`src/rtl/intdecl_gen_if.sv`:
```
//------------------------------------------------------------------------------
// Module   : intdecl_gen_if
// Brief    : Request and character-stream bundle for intdecl_gen.
// Revision : 1.0 - initial release
//------------------------------------------------------------------------------
`default_nettype none

interface intdecl_gen_if;
  logic       start;
  logic [3:0] num;
  logic       sep_tab;
  logic       kw_first;
  logic [7:0] out_char;
  logic       out_valid;
  logic       out_ready;
  logic       out_last;
  logic       busy;
  logic       done;

  // The generator is the stream source; the consumer also issues requests.
  modport master (
    input  start, num, sep_tab, kw_first, out_ready,
    output out_char, out_valid, out_last, busy, done
  );

  modport slave (
    output start, num, sep_tab, kw_first, out_ready,
    input  out_char, out_valid, out_last, busy, done
  );
endinterface

`default_nettype wire

```
`src/rtl/intdecl_gen.sv`:
```
//------------------------------------------------------------------------------
// Module   : intdecl_gen
// Brief    : Emits "int<sep>id,id,...;" one character per valid/ready handshake.
// Revision : 1.0 - initial release
//------------------------------------------------------------------------------
`default_nettype none

module intdecl_gen #(
  parameter logic [7:0] ID_BASE = 8'h61
) (
  input  logic          clk,
  input  logic          reset,
  intdecl_gen_if.master bus
);

  typedef enum logic [3:0] {
    S_IDLE  = 4'd0,
    S_KW_I  = 4'd1,
    S_KW_N  = 4'd2,
    S_KW_T  = 4'd3,
    S_SEP   = 4'd4,
    S_ID    = 4'd5,
    S_IDK_I = 4'd6,
    S_IDK_N = 4'd7,
    S_IDK_T = 4'd8,
    S_PUNCT = 4'd9
  } state_t;

  localparam logic [7:0] c_ch_i     = 8'h69;
  localparam logic [7:0] c_ch_n     = 8'h6E;
  localparam logic [7:0] c_ch_t     = 8'h74;
  localparam logic [7:0] c_ch_tab   = 8'h09;
  localparam logic [7:0] c_ch_space = 8'h20;
  localparam logic [7:0] c_ch_comma = 8'h2C;
  localparam logic [7:0] c_ch_semi  = 8'h3B;

  state_t     r_state;
  logic [3:0] r_num;
  logic       r_sep_tab;
  logic       r_kw_first;
  logic [3:0] r_k;
  logic [7:0] r_char;
  logic       r_valid;
  logic       r_last;
  logic       r_busy;
  logic       r_done;

  state_t     w_next_state;
  logic [3:0] w_next_k;
  logic [7:0] w_next_char;
  logic       w_next_last;
  logic       w_hs;
  logic       w_final;

  assign w_hs    = r_valid & bus.out_ready;
  assign w_final = (r_num == 4'd0) || (r_k == r_num - 4'd1);

  always_comb begin
    w_next_state = r_state;
    w_next_k     = r_k;
    unique case (r_state)
      S_IDLE: begin
        if (bus.start) begin
          w_next_state = S_KW_I;
          w_next_k     = 4'd0;
        end
      end
      S_KW_I:  if (w_hs) w_next_state = S_KW_N;
      S_KW_N:  if (w_hs) w_next_state = S_KW_T;
      S_KW_T:  if (w_hs) w_next_state = S_SEP;
      S_SEP: begin
        if (w_hs) begin
          if (r_num == 4'd0)   w_next_state = S_PUNCT;
          else if (r_kw_first) w_next_state = S_IDK_I;
          else                 w_next_state = S_ID;
        end
      end
      S_IDK_I: if (w_hs) w_next_state = S_IDK_N;
      S_IDK_N: if (w_hs) w_next_state = S_IDK_T;
      S_IDK_T: if (w_hs) w_next_state = S_PUNCT;
      S_ID:    if (w_hs) w_next_state = S_PUNCT;
      S_PUNCT: begin
        if (w_hs) begin
          if (w_final) begin
            w_next_state = S_IDLE;
          end else begin
            w_next_state = S_ID;
            w_next_k     = r_k + 4'd1;
          end
        end
      end
      default: w_next_state = S_IDLE;
    endcase
  end

  // Outputs are precomputed from the next state so they leave the flops directly.
  // PUNCT is only ever entered with k unchanged, so w_final also holds for the next state.
  always_comb begin
    w_next_last = 1'b0;
    unique case (w_next_state)
      S_KW_I, S_IDK_I: w_next_char = c_ch_i;
      S_KW_N, S_IDK_N: w_next_char = c_ch_n;
      S_KW_T, S_IDK_T: w_next_char = c_ch_t;
      S_SEP:           w_next_char = r_sep_tab ? c_ch_tab : c_ch_space;
      S_ID:            w_next_char = ID_BASE + {4'd0, w_next_k};
      S_PUNCT: begin
        w_next_last = w_final;
        w_next_char = w_final ? c_ch_semi : c_ch_comma;
      end
      default:         w_next_char = 8'h00;
    endcase
  end

  always_ff @(posedge clk) begin
    if (reset) begin
      r_state    <= S_IDLE;
      r_num      <= 4'd0;
      r_sep_tab  <= 1'b0;
      r_kw_first <= 1'b0;
      r_k        <= 4'd0;
      r_char     <= 8'h00;
      r_valid    <= 1'b0;
      r_last     <= 1'b0;
      r_busy     <= 1'b0;
      r_done     <= 1'b0;
    end else begin
      r_state <= w_next_state;
      r_k     <= w_next_k;
      r_char  <= w_next_char;
      r_last  <= w_next_last;
      r_valid <= (w_next_state != S_IDLE);
      r_busy  <= (w_next_state != S_IDLE);
      r_done  <= (r_state == S_PUNCT) && w_hs && w_final;
      if (r_state == S_IDLE && bus.start) begin
        r_num      <= bus.num;
        r_sep_tab  <= bus.sep_tab;
        r_kw_first <= bus.kw_first;
      end
    end
  end

  assign bus.out_char  = r_char;
  assign bus.out_valid = r_valid;
  assign bus.out_last  = r_last;
  assign bus.busy      = r_busy;
  assign bus.done      = r_done;

endmodule

`default_nettype wire

```
`src/flat_wrapper.sv`:
```
// flat-port wrapper written by rule: the top's interface ports become plain ports
module intdecl_gen_flat 
#(
  parameter logic [7:0] ID_BASE = 8'h61
)
  (clk, reset, bus_start, bus_num, bus_sep_tab, bus_kw_first, bus_out_ready, bus_out_char, bus_out_valid, bus_out_last, bus_busy, bus_done);
  intdecl_gen_if bus_i ();
  input  logic clk;
  input  logic reset;
  input wire logic [$bits(bus_i.start)-1:0] bus_start;
  input wire logic [$bits(bus_i.num)-1:0] bus_num;
  input wire logic [$bits(bus_i.sep_tab)-1:0] bus_sep_tab;
  input wire logic [$bits(bus_i.kw_first)-1:0] bus_kw_first;
  input wire logic [$bits(bus_i.out_ready)-1:0] bus_out_ready;
  output wire logic [$bits(bus_i.out_char)-1:0] bus_out_char;
  output wire logic [$bits(bus_i.out_valid)-1:0] bus_out_valid;
  output wire logic [$bits(bus_i.out_last)-1:0] bus_out_last;
  output wire logic [$bits(bus_i.busy)-1:0] bus_busy;
  output wire logic [$bits(bus_i.done)-1:0] bus_done;
  assign bus_i.start = bus_start;
  assign bus_i.num = bus_num;
  assign bus_i.sep_tab = bus_sep_tab;
  assign bus_i.kw_first = bus_kw_first;
  assign bus_i.out_ready = bus_out_ready;
  assign bus_out_char = bus_i.out_char;
  assign bus_out_valid = bus_i.out_valid;
  assign bus_out_last = bus_i.out_last;
  assign bus_busy = bus_i.busy;
  assign bus_done = bus_i.done;
  intdecl_gen #(.ID_BASE(ID_BASE)) u_core (.clk(clk), .reset(reset), .bus(bus_i));
endmodule
```
`config.mk`:
```
export PLATFORM = sky130hd
export DESIGN_NAME = intdecl_gen_flat
export DESIGN_NICKNAME = d
export VERILOG_FILES = /design/src/rtl/intdecl_gen_if.sv /design/src/rtl/intdecl_gen.sv /design/src/flat_wrapper.sv
export SDC_FILE = /design/constraint.sdc
export NUM_CORES = 1
export LEC_CHECK = 0
export ABC_AREA = 1
export ABC_CLOCK_PERIOD_IN_PS = 2700
export CAP_MARGIN = 10
export CORE_MARGIN = 5
export CORE_UTILIZATION = 40
export CTS_BUF_LIST = sky130_fd_sc_hd__clkbuf_2 sky130_fd_sc_hd__clkbuf_4 sky130_fd_sc_hd__clkbuf_8
export CTS_CLUSTER_SIZE = 10
export DETAILED_ROUTE_END_ITERATION = 16
export MAX_ROUTING_LAYER = met4
export PLACE_DENSITY_LB_ADDON = 0.05
export SLEW_MARGIN = 10
export SYNTH_ARGS = -nofsm -noshare
export SYNTH_HDL_FRONTEND = slang
export SYNTH_SLANG_ARGS = --single-unit
```
`constraint.sdc`:
```
create_clock -name clk -period 2.7 [get_ports clk]
set_input_delay 0.54 -clock clk [delete_from_list [all_inputs] [get_ports clk]]
set_output_delay 0.54 -clock clk [all_outputs]
set_load 0.005 [all_outputs]
```
==> flow_summary.json, run 1 <==
{
  "synth_area_per_cell_um2": 6.61,
  "post_cts_resize_count": 0,
  "synth.distinct_cells": 33,
  "rows": 23,
  "htreeDepth": 1,
  "ys_seq_area_share_pct": 29.4,
  "crit_type": "reg -> reg",
  "drtIter0Drc": 98,
  "post_cts.repair.setup_buffers": 0,
  "antenna_found_initial": 0,
  "clock_sinks": 24,
  "p_leak_nw": 0.902,
  "wl_per_cell_um": 11.7,
  "crit_arrival_ns": 2.52,
  "power_density_nw_per_um2": 465,
  "antenna_cells": 0,
  "drc": 0,
  "grt_first_pass_wirelength_um": 6310,
  "ant_nets": 0,
  "nets": 283,
  "synth_area_um2": 1630,
  "grt_max_degree": 16,
  "numCtsBuffers": 3,
  "ios": 22,
  "finalCritPeriodShare_pct": 86.9,
  "timing.fmax_mhz": 426,
  "dp_hpwl_um": 2890,
  "start_kind": "register",
  "fin_worst_skew_ns": 0.00131,
  "crit_chain": "inv_1 -> ha_1 -> xnor2_1 -> nor2_1 -> nand3_2 -> nand3_1 -> nand2_1 -> nand3_1 -> nand2_1 -> ha_1 -> or2_1 -> nand2_1 -> o21ai_1 -> nor2_1 -> nor2_1",
  "startpoint": "u_core.r_num[0]",
  "crit_path_max_fanout": 7,
  "root_buffer": "clkbuf_8",
  "hp-start": "u_core.r_kw_first",
  "end_kind": "register",
  "setup_tns_ns": 0,
  "finalSetupViolCount": 0,
  "place_congestion": 0.862,
  "syn_nets": 261,
  "clk_pin_slew_ns": 0.09,
  "yosys_warnings": 0,
  "max_stage_delay_ns": 0.36,
  "vias": 1532,
  "cp_slowest_cell": "dfxtp_1",
  "r2r_start": "u_core.r_num[0]",
  "routed_wl_um": 3710,
  "core_area_um2": 3970,
  "grt_usage_pct": 15.2,
  "min-delay-path-class": "reg -> reg",
  "dieArea_um2": 5460,
  "synth_cells": 247,
  "drive_gt1_share_pct": 19.0,
  "areaGrowthSynthToFinish_pct": 19.6,
  "hold_viol": 0,
  "numPortBuffers": 20,
  "first_pass_iters": 4,
  "cts_max_path_buffers": 2,
  "cts_hold_buffers": 0,
  "overflow": 0,
  "grt_pass1_vias": 1405,
  "tritoncts": "done",
  "worst_ep_required_time_ns": 2.87,
  "clock_latency_ns": 0.27,
  "viasPerCell": 4.82,
  "die_w_um": 73.9,
  "status": "finished, final reports clean",
  "die_h_um": 73.9,
  "ys_ff_latch": 24,
  "final_util_pct": 49.1,
  "peakVddDrop_mv": 0.208,
  "period_needed_ns": 2.35,
  "maxCapViolations": 0,
  "start_util_pct": 41.1,
  "maxSlewViolCount": 0,
  "rsz0062_at_grt": "no"
}
## cells by family (layout without fill, tap and decap cells)
family,count (synthesis),count (layout),share of synthesized area [%]
buffers and inverters,51,72,12.4
flip-flops,24,24,29.4
other,1,1,0.230
XOR/XNOR,1,1,0.537
adder cells (fa/ha/maj),4,4,3.07
AND/OR/NAND/NOR,132,132,40.6
AO/OA/AOI/OAI,34,34,13.7
## cell type report
class	count	area (um2)
fillers	419	2020
multi-input cells	172	948
flip-flops and latches	24	480
repair buffers	22	215
inverters	46	173
well taps	50	62.6
clock buffers	3	41.3
clock inverters	1	30.0
## routing by layer
layer | vias to the layer above | GRT usage [%] | part of all wire, %
met2 | 39 | 21.1 | 41
met3 | 7 | 2.74 | 5.1
li1 | 825 | - | -
met4 | 0 | 6.04 | 1.5
met1 | 661 | 21.5 | 52
met5 | - | - | 0
## cells in the final DEF (no fill, tap or decap), types with 2 or more instances in the layout
master and n:
clkdlybuf4s50_1 20, nand2_2 9, buf_4 2, o21ai_0 7
nand2_1 54, nand3_1 19, nor2_2 4, nor3_1 2
a21oi_1 15, o21ai_1 5, inv_2 17, clkbuf_8 3
inv_1 28, dfxtp_1 24, ha_1 4, nand3_2 5
nand4_1 9, nor2_1 24
## cells in the mapped netlist
cell type	instances	area share, %
nand4_4	1	1.3
o21ai_1	5	1.5
inv_2	17	3.9
nand2_4	1	0.69
dfxtp_1	24	29
ha_1	4	3.1
nand2_1	54	12
buf_4	3	1.4
nor3_2	1	0.61
conb_1	1	0.23
nor3_1	2	0.61
nand4_1	9	3.5
o21ai_0	7	2.1
inv_1	28	6.4
xnor2_1	1	0.54
nor2_2	4	1.5
nor2_1	24	5.5
a21oi_2	1	0.54
clkinv_1	1	0.23
nand2_2	9	3.5
nand3_2	5	3.1
o2111ai_2	1	0.92
nand3_4	1	1.1
or2_1	1	0.38
a31oi_1	1	0.38
o21ai_4	1	1.0
a21oi_1	15	4.6
o211ai_2	1	0.77
clkbuf_1	2	0.46
nand3_1	19	5.8
a31oi_4	1	1.3
o211ai_1	1	0.46
nor2_4	1	0.69
## metrics by stage
stage,setup slack (ns),total power [mW],hold slack [ns],cells,area (um2)
final,0.352,0.907,0.497,318,1950
after global routing,0.107,0.960,0.532,318,1950
after CTS,0.337,0.921,0.494,318,1950
after detailed placement,0.118,0.593,0.480,314,1880
after global placement,0.121,0.595,0.476,314,1880
after floorplan,0.549,0.529,0.444,247,1630
## worst max-delay path, delay by kind of cell, from the launching register on
kind,cells,cell delay [ns]
buffers and inverters,1,0.11
adder cells (fa/ha/maj),2,0.55
AND/OR/NAND/NOR,10,1.07
XOR/XNOR,1,0.12
AO/OA/AOI/OAI,1,0.05
flip-flops,1,0.36
## power by group
group          switching, mW  total [mW]  internal [mW]
Sequential            0.0130       0.389          0.376
Clock                  0.124       0.323          0.198
Combinational          0.115       0.195         0.0797
## state kept, by name (all words and copies together), names as in the netlist
register and count:
u_core.bus.out_char 7, u_core.r_k 4, u_core.r_num 4, u_core.r_state 4
u_core.bus.done 1, u_core.bus.out_last 1, u_core.bus.out_valid 1, u_core.r_kw_first 1
u_core.r_sep_tab 1
## path summary, 6_finish.rpt
path / end / depth (start not counted) / slack (ns)
max: u_core.bus.out_char[2] / 15 / 0.35
min: u_core.r_kw_first / 2 / 0.50
max reg2reg: u_core.bus.out_char[2] / 15 / 0.35
min reg2reg: u_core.r_kw_first / 2 / 0.50
(Power assumes the default switching activity.)
==> run 2, diff against run 1 <==
--- a/config.mk
+++ b/config.mk
@@ -10,7 +10,7 @@
 export CAP_MARGIN = 10
 export CORE_MARGIN = 5
 export CORE_UTILIZATION = 40
-export CTS_BUF_LIST = sky130_fd_sc_hd__clkbuf_2 sky130_fd_sc_hd__clkbuf_4 sky130_fd_sc_hd__clkbuf_8
+export CTS_BUF_LIST = sky130_fd_sc_hd__clkbuf_4 sky130_fd_sc_hd__clkbuf_8 sky130_fd_sc_hd__clkbuf_16
 export CTS_CLUSTER_SIZE = 10
 export DETAILED_ROUTE_END_ITERATION = 16
 export MAX_ROUTING_LAYER = met4
==> results of run 2 <==
No change in the layout: final DEF, timing and power equal those of run 1.
==> run 3, diff against run 2 <==
--- a/config.mk
+++ b/config.mk
@@ -6,7 +6,7 @@
 export NUM_CORES = 1
 export LEC_CHECK = 0
 export ABC_AREA = 1
-export ABC_CLOCK_PERIOD_IN_PS = 2700
+export ABC_CLOCK_PERIOD_IN_PS = 2430
 export CAP_MARGIN = 10
 export CORE_MARGIN = 5
 export CORE_UTILIZATION = 40
==> constraint.sdc (replaced) <==
create_clock -name clk -period 2.43 [get_ports clk]
set_input_delay 0.486 -clock clk [delete_from_list [all_inputs] [get_ports clk]]
set_output_delay 0.486 -clock clk [all_outputs]
set_load 0.005 [all_outputs]
==> flow_summary.json, run 3 (synthesis gave the netlist of run 1 again) <==
{
  "period_needed_ns": 2.24,
  "die_w_um": 73.9,
  "place_congestion": 0.911,
  "crit_path_max_fanout": 3,
  "cts_max_path_buffers": 2,
  "grt_pass1_vias": 1500,
  "min-delay-path-class": "reg -> reg",
  "dp_hpwl_um": 2950,
  "vias": 1565,
  "ant_nets": 0,
  "grt_max_degree": 15,
  "clock_sinks": 24,
  "status": "finished, final reports clean",
  "areaGrowthSynthToFinish_pct": 25.6,
  "drive_gt1_share_pct": 23.4,
  "fin_cells": 328,
  "worst_ep_required_time_ns": 2.60,
  "final_util_pct": 51.6,
  "hold_path_depth": 2,
  "worstRegToRegCells": 15,
  "root_buffer": "clkbuf_8",
  "maxSlewViolCount": 0,
  "antenna_found_initial": 0,
  "place_inst": 324,
  "routed_wl_um": 3790,
  "end_kind": "register",
  "first_pass_iters": 4,
  "nets": 293,
  "die_h_um": 73.9,
  "overflow": 0,
  "crit_type": "reg -> reg",
  "layout_commonest_cell": "nand2_1",
  "numCtsBuffers": 3,
  "maxCapViolations": 0,
  "tritoncts": "done",
  "peakVddDrop_mv": 0.270,
  "setup_tns_ns": 0,
  "viasPerCell": 4.77,
  "ios": 22,
  "hold_viol": 0,
  "final_cell_mix": "nand2_1 (54), inv_1 (28), dfxtp_1 (23)",
  "largest_reg_flops": 7,
  "fin_worst_skew_ns": 0.00342,
  "finalCritPeriodShare_pct": 92.0,
  "p_leak_nw": 0.951,
  "finalSetupViolCount": 0,
  "start_util_pct": 41.1,
  "clk_pin_slew_ns": 0.09,
  "wl_per_cell_um": 11.5,
  "crit_arrival_ns": 2.40,
  "drtIter0Drc": 113,
  "grt_usage_pct": 16.0,
  "post_cts.repair.setup_buffers": 0,
  "dieArea_um2": 5460,
  "antenna_cells": 0,
  "fin_ws_ns": 0.194,
  "fin_hold_ws_ns": 0.497,
  "numPortBuffers": 20,
  "fill_cells": 404,
  "htreeDepth": 1,
  "clock_latency_ns": 0.27,
  "core_area_um2": 3970,
  "timing.fmax_mhz": 447,
  "rows": 23,
  "grt_first_pass_wirelength_um": 6670,
  "start_kind": "register",
  "drc": 0,
  "r2r_start": "u_core.r_num[0]",
  "pre_cts_slack_ns": 0.0352,
  "hp-start": "u_core.r_kw_first",
  "power_density_nw_per_um2": 499,
  "startpoint": "u_core.r_num[0]"
}
[run 3: area by class of cell]
cell class	count	area, um2	area share, %
Timing Repair Buffer	32	290	14.2
Clock inverter	1	30.0	1.47
Clock buffer	3	41.3	2.01
Tap cell	50	62.6	3.05
Sequential cell	24	482	23.5
Multi-Input combinational cell	172	971	47.4
Inverter	46	173	8.42
[run 3: where the power goes]
part           total, mW  internal (mW)  switching [mW]  leakage, nW
logic              0.235         0.0999           0.135        0.719
clock network      0.355          0.220           0.135       0.0357
registers          0.432          0.418          0.0142        0.197
total               1.02          0.738           0.284        0.951
[run 3: repair_timing]
action | in CTS | in global routing
resized for setup | 0 | 6
endpoints found under the setup margin | 0 | 4
hold buffers | 0 | 0
[run 3: final timing paths]
| path | end | slack, ns |
|---|---|---|
| worst max-delay path | u_core.bus.out_char[2] | 0.19 |
| worst min-delay path | u_core.r_kw_first | 0.50 |
| worst max register to register | u_core.bus.out_char[2] | 0.19 |
| worst min register to register | u_core.r_kw_first | 0.50 |
[run 3: critical path, cell delays in order (launching register included)]
cell and delay (ns):
dfxtp_2 0.35, inv_1 0.06, ha_1 0.30, xnor2_1 0.13, nor2_1 0.13, nand3_2 0.12, nand3_1 0.11, nand2_1 0.06
nand3_1 0.08, nand2_1 0.10, ha_1 0.20, or2_1 0.22, nand2_1 0.06, o21ai_1 0.06, nor2_1 0.11, nor2_1 0.05
[run 3: stage by stage]
step	power [mW]	instance area, um2
2_1_floorplan	0.588	1630
3_3_place_gp	0.672	1950
3_5_place_dp	0.671	1950
4_1_cts	1.03	2030
5_1_grt	1.09	2050
6_report	1.02	2050
[run 3: per-layer routing]
layer	wire [um]	track usage, %	share of wire, %
met1	1950	23.1	52
met2	1610	22.7	43
met3	152	2.19	4.0
met4	69	5.43	1.8
met5	0	-	0
